--- src/rtl/md_cart_pkg.sv ---
// Shared types and constants for the cartridge responder.
// Build option: define CART_SRAM_EN to enable the battery-SRAM window.
package md_cart_pkg;

    // Bus transaction state of the responder
    typedef enum logic [1:0] {
        IDLE,
        RD_WAIT,
        WR_WAIT,
        HOLD
    } state_t;

    // TIME register offsets (A130F1 -> 0x78 ... A130FF -> 0x7F)
    localparam logic [6:0] TIME_CTRL    = 7'h78;
    localparam logic [6:0] TIME_BANK_LO = 7'h79;
    localparam logic [6:0] TIME_BANK_HI = 7'h7F;

    // Word-address bit that selects the upper 2 MB window
    localparam int         SRAM_SEL_BIT = 20;
    // SRAM sits on the low byte lane only
    localparam logic [1:0] SRAM_BE      = 2'b01;
    // Undriven upper byte of SRAM reads
    localparam logic [7:0] SRAM_PAD     = 8'hFF;

endpackage

--- src/rtl/md_cart_mapper.sv ---
// Bank/control register file and cart-to-physical address translation.
// Build option: CART_SRAM_EN adds the sram_en / sram_wp control bits.
import md_cart_pkg::*;

module md_cart_mapper #(
    parameter int BANK_W = 6
) (
    input  logic              MCLK,
    input  logic              reset,
    input  logic              time_wr,
    input  logic [6:0]        time_addr,
    input  logic [BANK_W-1:0] time_data,
    input  logic [20:0]       cart_address,
    output logic [23:0]       map_addr,
    output logic              map_sram,
    output logic              map_wp
);

    logic [BANK_W-1:0]  bank [8];
    logic [2:0]         slot;
    logic [BANK_W-1:0]  rom_bank;
    logic [BANK_W+17:0] rom_addr;
    logic [6:0]         bank_ofs;
    logic               bank_hit;

    assign slot     = cart_address[20:18];
    // Offset relative to the first bank register; addresses below wrap high
    assign bank_ofs = time_addr - TIME_BANK_LO;
    assign bank_hit = time_wr && (bank_ofs <= (TIME_BANK_HI - TIME_BANK_LO));

    // Bank registers: identity map out of reset, reloaded by TIME writes
    always_ff @(posedge MCLK) begin
        if (reset) begin
            for (int i = 0; i < 8; i++) begin
                bank[i] <= BANK_W'(i);
            end
        end else if (bank_hit) begin
            bank[time_addr[2:0]] <= time_data;
        end
    end

    // Slot 0 holds the vector table and is pinned to bank 0
    assign rom_bank = (slot == 3'd0) ? '0 : bank[slot];
    assign rom_addr = {rom_bank, cart_address[17:0]};

`ifdef CART_SRAM_EN
    logic sram_en;
    logic sram_wp;

    // SRAM enable / write-protect control register
    always_ff @(posedge MCLK) begin
        if (reset) begin
            sram_en <= 1'b0;
            sram_wp <= 1'b0;
        end else if (time_wr && (time_addr == TIME_CTRL)) begin
            sram_en <= time_data[0];
            sram_wp <= time_data[1];
        end
    end

    assign map_sram = sram_en & cart_address[SRAM_SEL_BIT];
    assign map_wp   = sram_wp;
    assign map_addr = map_sram ? {9'b0, cart_address[14:0]} : 24'(rom_addr);
`else
    assign map_sram = 1'b0;
    assign map_wp   = 1'b0;
    assign map_addr = 24'(rom_addr);
`endif

endmodule

--- src/rtl/md_cart_responder.sv ---
// Cart-bus responder: strobe edge detection and access FSM feeding a
// word-wide memory port, with the bank mapper as a sub-block.
// Build option: CART_SRAM_EN enables the SRAM window in the mapper.
import md_cart_pkg::*;

module md_cart_responder #(
    parameter int BANK_W  = 6,
    parameter int LAT_MAX = 24
) (
    input  logic        MCLK,
    input  logic        reset,
    input  logic [20:0] cart_address,
    input  logic        cart_cs,
    input  logic        cart_oe,
    input  logic        cart_lwr,
    input  logic        cart_uwr,
    input  logic        cart_time,
    input  logic [15:0] cart_data_wr,
    output logic [15:0] cart_data,
    output logic [23:0] mem_addr,
    output logic        mem_rd,
    output logic        mem_wr,
    output logic [1:0]  mem_be,
    output logic [15:0] mem_wdata,
    output logic        mem_sram,
    input  logic [15:0] mem_rdata,
    input  logic        mem_ack,
    output logic        rd_late
);

    localparam int CNT_W = $clog2(LAT_MAX + 1);

    logic             acc_rd, acc_wr, time_lw;
    logic             acc_rd_p1, acc_wr_p1, time_lw_p1;
    logic             rd_rise, wr_rise, time_rise;
    logic [23:0]      map_addr;
    logic             map_sram, map_wp;

    state_t           state, state_nx;
    logic [CNT_W-1:0] lat_cnt, lat_cnt_nx;
    logic [15:0]      cart_data_nx, mem_wdata_nx;
    logic [23:0]      mem_addr_nx;
    logic [1:0]       mem_be_nx;
    logic             mem_rd_nx, mem_wr_nx, mem_sram_nx, rd_late_nx;

    // Latency counter increment that sticks at LAT_MAX
    function automatic logic [CNT_W-1:0] sat_inc(input logic [CNT_W-1:0] v);
        if (v >= CNT_W'(LAT_MAX)) begin
            return CNT_W'(LAT_MAX);
        end
        return v + CNT_W'(1);
    endfunction

    // SRAM is byte-wide; the upper lane reads as pulled-up
    function automatic logic [15:0] rd_fmt(input logic [15:0] d, input logic sram);
        return sram ? {SRAM_PAD, d[7:0]} : d;
    endfunction

    // TIME cycles never reach the memory port, even if CS is also asserted
    assign acc_rd  = cart_cs & cart_oe & ~cart_time;
    assign acc_wr  = cart_cs & (cart_lwr | cart_uwr) & ~cart_time;
    assign time_lw = cart_time & cart_lwr;

    assign rd_rise   = acc_rd  & ~acc_rd_p1;
    assign wr_rise   = acc_wr  & ~acc_wr_p1;
    assign time_rise = time_lw & ~time_lw_p1;

    md_cart_mapper #(
        .BANK_W(BANK_W)
    ) u_mapper (
        .MCLK        (MCLK),
        .reset       (reset),
        .time_wr     (time_rise),
        .time_addr   (cart_address[6:0]),
        .time_data   (cart_data_wr[BANK_W-1:0]),
        .cart_address(cart_address),
        .map_addr    (map_addr),
        .map_sram    (map_sram),
        .map_wp      (map_wp)
    );

    // Next-state and next-output decode for the access FSM
    always_comb begin
        state_nx     = state;
        lat_cnt_nx   = lat_cnt;
        cart_data_nx = cart_data;
        mem_addr_nx  = mem_addr;
        mem_rd_nx    = mem_rd;
        mem_wr_nx    = mem_wr;
        mem_be_nx    = mem_be;
        mem_wdata_nx = mem_wdata;
        mem_sram_nx  = mem_sram;
        rd_late_nx   = rd_late;
        case (state)
            IDLE: begin
                if (rd_rise) begin
                    mem_addr_nx = map_addr;
                    mem_sram_nx = map_sram;
                    mem_be_nx   = map_sram ? SRAM_BE : 2'b11;
                    mem_rd_nx   = 1'b1;
                    lat_cnt_nx  = '0;
                    state_nx    = RD_WAIT;
                end else if (wr_rise) begin
                    mem_addr_nx  = map_addr;
                    mem_sram_nx  = map_sram;
                    mem_be_nx    = map_sram ? SRAM_BE : {cart_uwr, cart_lwr};
                    mem_wdata_nx = cart_data_wr;
                    if (map_sram && map_wp) begin
                        state_nx = HOLD;
                    end else begin
                        mem_wr_nx = 1'b1;
                        state_nx  = WR_WAIT;
                    end
                end
            end
            RD_WAIT: begin
                if (mem_ack) begin
                    cart_data_nx = rd_fmt(mem_rdata, mem_sram);
                    mem_rd_nx    = 1'b0;
                    if (lat_cnt >= CNT_W'(LAT_MAX)) begin
                        rd_late_nx = 1'b1;
                    end
                    state_nx = HOLD;
                end else begin
                    lat_cnt_nx = sat_inc(lat_cnt);
                end
            end
            WR_WAIT: begin
                if (mem_ack) begin
                    mem_wr_nx = 1'b0;
                    state_nx  = HOLD;
                end
            end
            HOLD: begin
                if (!acc_rd && !acc_wr) begin
                    state_nx = IDLE;
                end
            end
            default: state_nx = IDLE;
        endcase
    end

    // State, strobe history and registered memory-port outputs
    always_ff @(posedge MCLK) begin
        if (reset) begin
            state      <= IDLE;
            lat_cnt    <= '0;
            acc_rd_p1  <= 1'b0;
            acc_wr_p1  <= 1'b0;
            time_lw_p1 <= 1'b0;
            cart_data  <= '0;
            mem_addr   <= '0;
            mem_rd     <= 1'b0;
            mem_wr     <= 1'b0;
            mem_be     <= '0;
            mem_wdata  <= '0;
            mem_sram   <= 1'b0;
            rd_late    <= 1'b0;
        end else begin
            state      <= state_nx;
            lat_cnt    <= lat_cnt_nx;
            acc_rd_p1  <= acc_rd;
            acc_wr_p1  <= acc_wr;
            time_lw_p1 <= time_lw;
            cart_data  <= cart_data_nx;
            mem_addr   <= mem_addr_nx;
            mem_rd     <= mem_rd_nx;
            mem_wr     <= mem_wr_nx;
            mem_be     <= mem_be_nx;
            mem_wdata  <= mem_wdata_nx;
            mem_sram   <= mem_sram_nx;
            rd_late    <= rd_late_nx;
        end
    end

endmodule
--- config.mk ---
export PLATFORM = sky130hd
export DESIGN_NAME = md_cart_responder
export DESIGN_NICKNAME = d
export VERILOG_FILES = /design/src/rtl/md_cart_pkg.sv /design/src/rtl/md_cart_mapper.sv /design/src/rtl/md_cart_responder.sv
export SDC_FILE = /design/constraint.sdc
export NUM_CORES = 1
export LEC_CHECK = 0
export ABC_AREA = 1
export ABC_CLOCK_PERIOD_IN_PS = 2000
export CAP_MARGIN = 20
export CORE_ASPECT_RATIO = 0.5
export CORE_MARGIN = 2
export CORE_UTILIZATION = 46
export CTS_BUF_LIST = sky130_fd_sc_hd__clkbuf_4 sky130_fd_sc_hd__clkbuf_8
export DETAILED_ROUTE_END_ITERATION = 8
export GPL_ROUTABILITY_DRIVEN = 0
export PLACE_DENSITY = 0.79
export SLEW_MARGIN = 20
export SYNTH_ARGS = -nofsm -noshare
export SYNTH_HDL_FRONTEND = slang
export SYNTH_SLANG_ARGS = --single-unit
--- constraint.sdc ---
create_clock -name MCLK -period 2 [get_ports MCLK]
set_input_delay 0.5 -clock MCLK [delete_from_list [all_inputs] [get_ports MCLK]]
set_output_delay 0.5 -clock MCLK [all_outputs]
set_load 0.005 [all_outputs]
==> results.txt, run 1 <==
Seq cells post-synth: 113
fin. max-slew vios: 0
Max-Cap Viols: 0
fin crit period: 1.96 ns
worst slew pin tran: 0.594 ns
drt drc: 0
commonest cells after routing, fill and taps aside: nor2_1 (158), clkdlybuf4s50_1 (119), nand2_1 (74)
RSZ-0062 raised after global routing: no
nets@finish: 827
Worst-Skew Late Latency: 0.43 ns
CTS tree: yes
Die H: 76.4 um
CP arrival: 2.23 ns
# port buffers: 121
Worst slew margin: 0.601
static leakage: 2.94 nW
endpoints failing hold: 0
antenna violations before repair: 0
HP Class: reg -> reg
Max Clk Rate: 510 MHz
largest net degree at the start of global routing: 43
share of layout cells above drive strength 1: 0.152
Cell Area, Synth: 4820 um^2
Setup Crit Path Kind: in -> reg
post-synthesis net count: 661
initial core utilization: 0.473
most common cell after layout, fill and taps aside: nor2_1
total power: 0.00662 W
CP Capture Type: flop
DP Wirelength: 9430 um
storage element area: 2680 um^2
Req. time, crit path: 2.27 ns
Filler Cells Inserted: 785
P per Cell Area: 930 nW/um^2
Setup Skew: 0.0102 ns
All-Layer GR Usage: 0.244
run status: complete, no violations
Hold Worst Slack: 0.466 ns
vias: 4716
Remaining Overflow, GRT: 0
ant diodes: 0
Worst VDD drop: 0.423 mV
TritonCTS buffer count: 17
final instance area: 7110 um^2
Seq/Total Area, Yosys: 0.557
Post-Synthesis Cells: 592
depth of the CTS H-tree: 4
utilization after layout: 0.699
global-route wire length before repair: 21700 um
area delta synth->final: 47.7%
drt wl/cell: 15.1 um
Yosys cell types: 27
yosys warns: 0
Die ar.: 11400 um^2
Final ANT Viol Nets: 0
clock root cell: clkbuf_8
DR pass1 iterations: 7
CTS max path bufs: 2
mean post-synth cell area: 8.14 um^2
CP Launch Type: input port
1st-iter DRT viols: 379
WL final: 13700 um
area of the multi-input gates: 2050 um^2
dpl cell area: 6470 um^2
vias in the first global route: 4411
Crit Path Max Fanout: 7
die width: 149 um
vias per cell: 5.18
setup violators final: 0
Tcrit/Tclk final: 0.981
Worst-path clk slew: 0.06 ns
row count: 26
Core ar.: 10200 um^2
Sink Count: 113
Hold Buf Count CTS: 0
Top Ports: 123
-- state kept, by name (all words and copies together), names as in the netlist, 2 cells and up --
signal / flops
u_mapper.bank: 42
lat_cnt: 5
cart_data: 16
mem_be: 2
state: 2
mem_addr: 24
mem_wdata: 16
-- timing repair --
action                                  4_1_cts  5_1_grt
endpoints found under the setup margin       43       84
hold endpoints to repair                      0        0
resized for setup                            12       40
pin swaps                                     2       10
setup buffers                                 1        2
-- per-stage QoR --
| step | setup TNS [ns] | std cells | setup WS (ns) |
|---|---|---|---|
| after floorplan | -0.0207 | 592 | -0.00115 |
| after global placement | -35.64 | 877 | -0.503 |
| after detailed placement | -42.81 | 877 | -0.571 |
| after CTS | 0 | 910 | 0.00477 |
| after global routing | 0 | 911 | 0.0191 |
| final | 0 | 911 | 0.0373 |
-- routing by layer --
layer / GRT usage / vias to the layer above / share of wire
met5: 0 / - / 0
met4: 0.0762 / 0 / 0.024
met3: 0.0581 / 36 / 0.075
met2: 0.405 / 211 / 0.48
met1: 0.317 / 2190 / 0.42
li1: - / 2279 / -
-- cell usage after synthesis --
cell	n	area (um^2)
or2_2	5	31.3
o211ai_1	3	22.5
buf_4	1	7.51
nor2_1	161	604
o21ba_2	1	10.0
clkinv_1	2	7.51
o21ai_0	70	350
inv_1	39	146
buf_2	8	40.0
edfxtp_1	42	1260
nand2b_1	1	6.26
a31oi_1	1	6.26
nand2_1	83	312
nand3b_1	3	22.5
clkbuf_2	2	10.0
dfxtp_1	71	1420
conb_1	1	3.75
ha_1	8	100
nand4_1	2	12.5
a21oi_1	21	105
inv_2	3	11.3
clkbuf_1	10	37.5
nor3_1	7	35.0
nand3_1	42	210
nor2_2	3	18.8
o21a_1	1	7.51
nor3_4	1	16.3
-- final cells by class --
type,count,area share
clock inverters,11,0.0190
multi-input cells,414,0.289
well taps,140,0.0246
repair buffers,168,0.227
inverters,44,0.0250
clock buffers,21,0.0389
flip-flops and latches,113,0.377
-- report_power, final --
group,internal (W),leakage (nW),total (W),switching (W)
clock network,0.00131,0.217,0.00224,0.000922
registers,0.00265,1.00,0.00279,0.000140
logic,0.000799,1.72,0.00159,0.000787
-- cells by family (layout without fill, tap and decap cells) --
group           Yosys count  after routing  synth area share
simple gates            308            308             0.263
flops                   113            113             0.557
compound gates           97             97             0.104
buf+inv                  65            244            0.0540
fa+ha+maj                 8              8            0.0208
other cells               1              1          0.000778
-- critical path, cell delays in order --
cell             delay (ns)
clkdlybuf4s50_1        0.47
inv_1                  0.14
nand3_1                0.11
o21ai_0                0.33
nand3_4                0.18
clkinv_8               0.14
nand3_4                0.10
buf_6                  0.16
nor2_1                 0.11
-- final timing paths --
path                            depth (start not counted)                   to       startpoint  slack (ns)
worst min-delay path                                    2               mem_rd           mem_rd        0.47
worst max register to register                          8         mem_wdata[7]         state[0]        0.24
worst min register to register                          2               mem_rd           mem_rd        0.47
worst max-delay path                                    9  u_mapper.bank[2][5]  cart_address[2]        0.04
(Power assumes the default switching activity.)
==> inputs of run 2 (changes only) <==
==> constraint.sdc (replaced) <==
create_clock -name MCLK -period 2 [get_ports MCLK]
set_input_delay 0.5 -clock MCLK [delete_from_list [all_inputs] [get_ports MCLK]]
set_output_delay 0.5 -clock MCLK [all_outputs]
set_load 0.02 [all_outputs]
==> results of run 2 <==
The final DEF is identical to that of run 1. Status: complete, no violations.
Main changes from that run: total power 0.00662 W -> 0.00687 W; worst IR drop on VDD 0.423 mV -> 0.434 mV
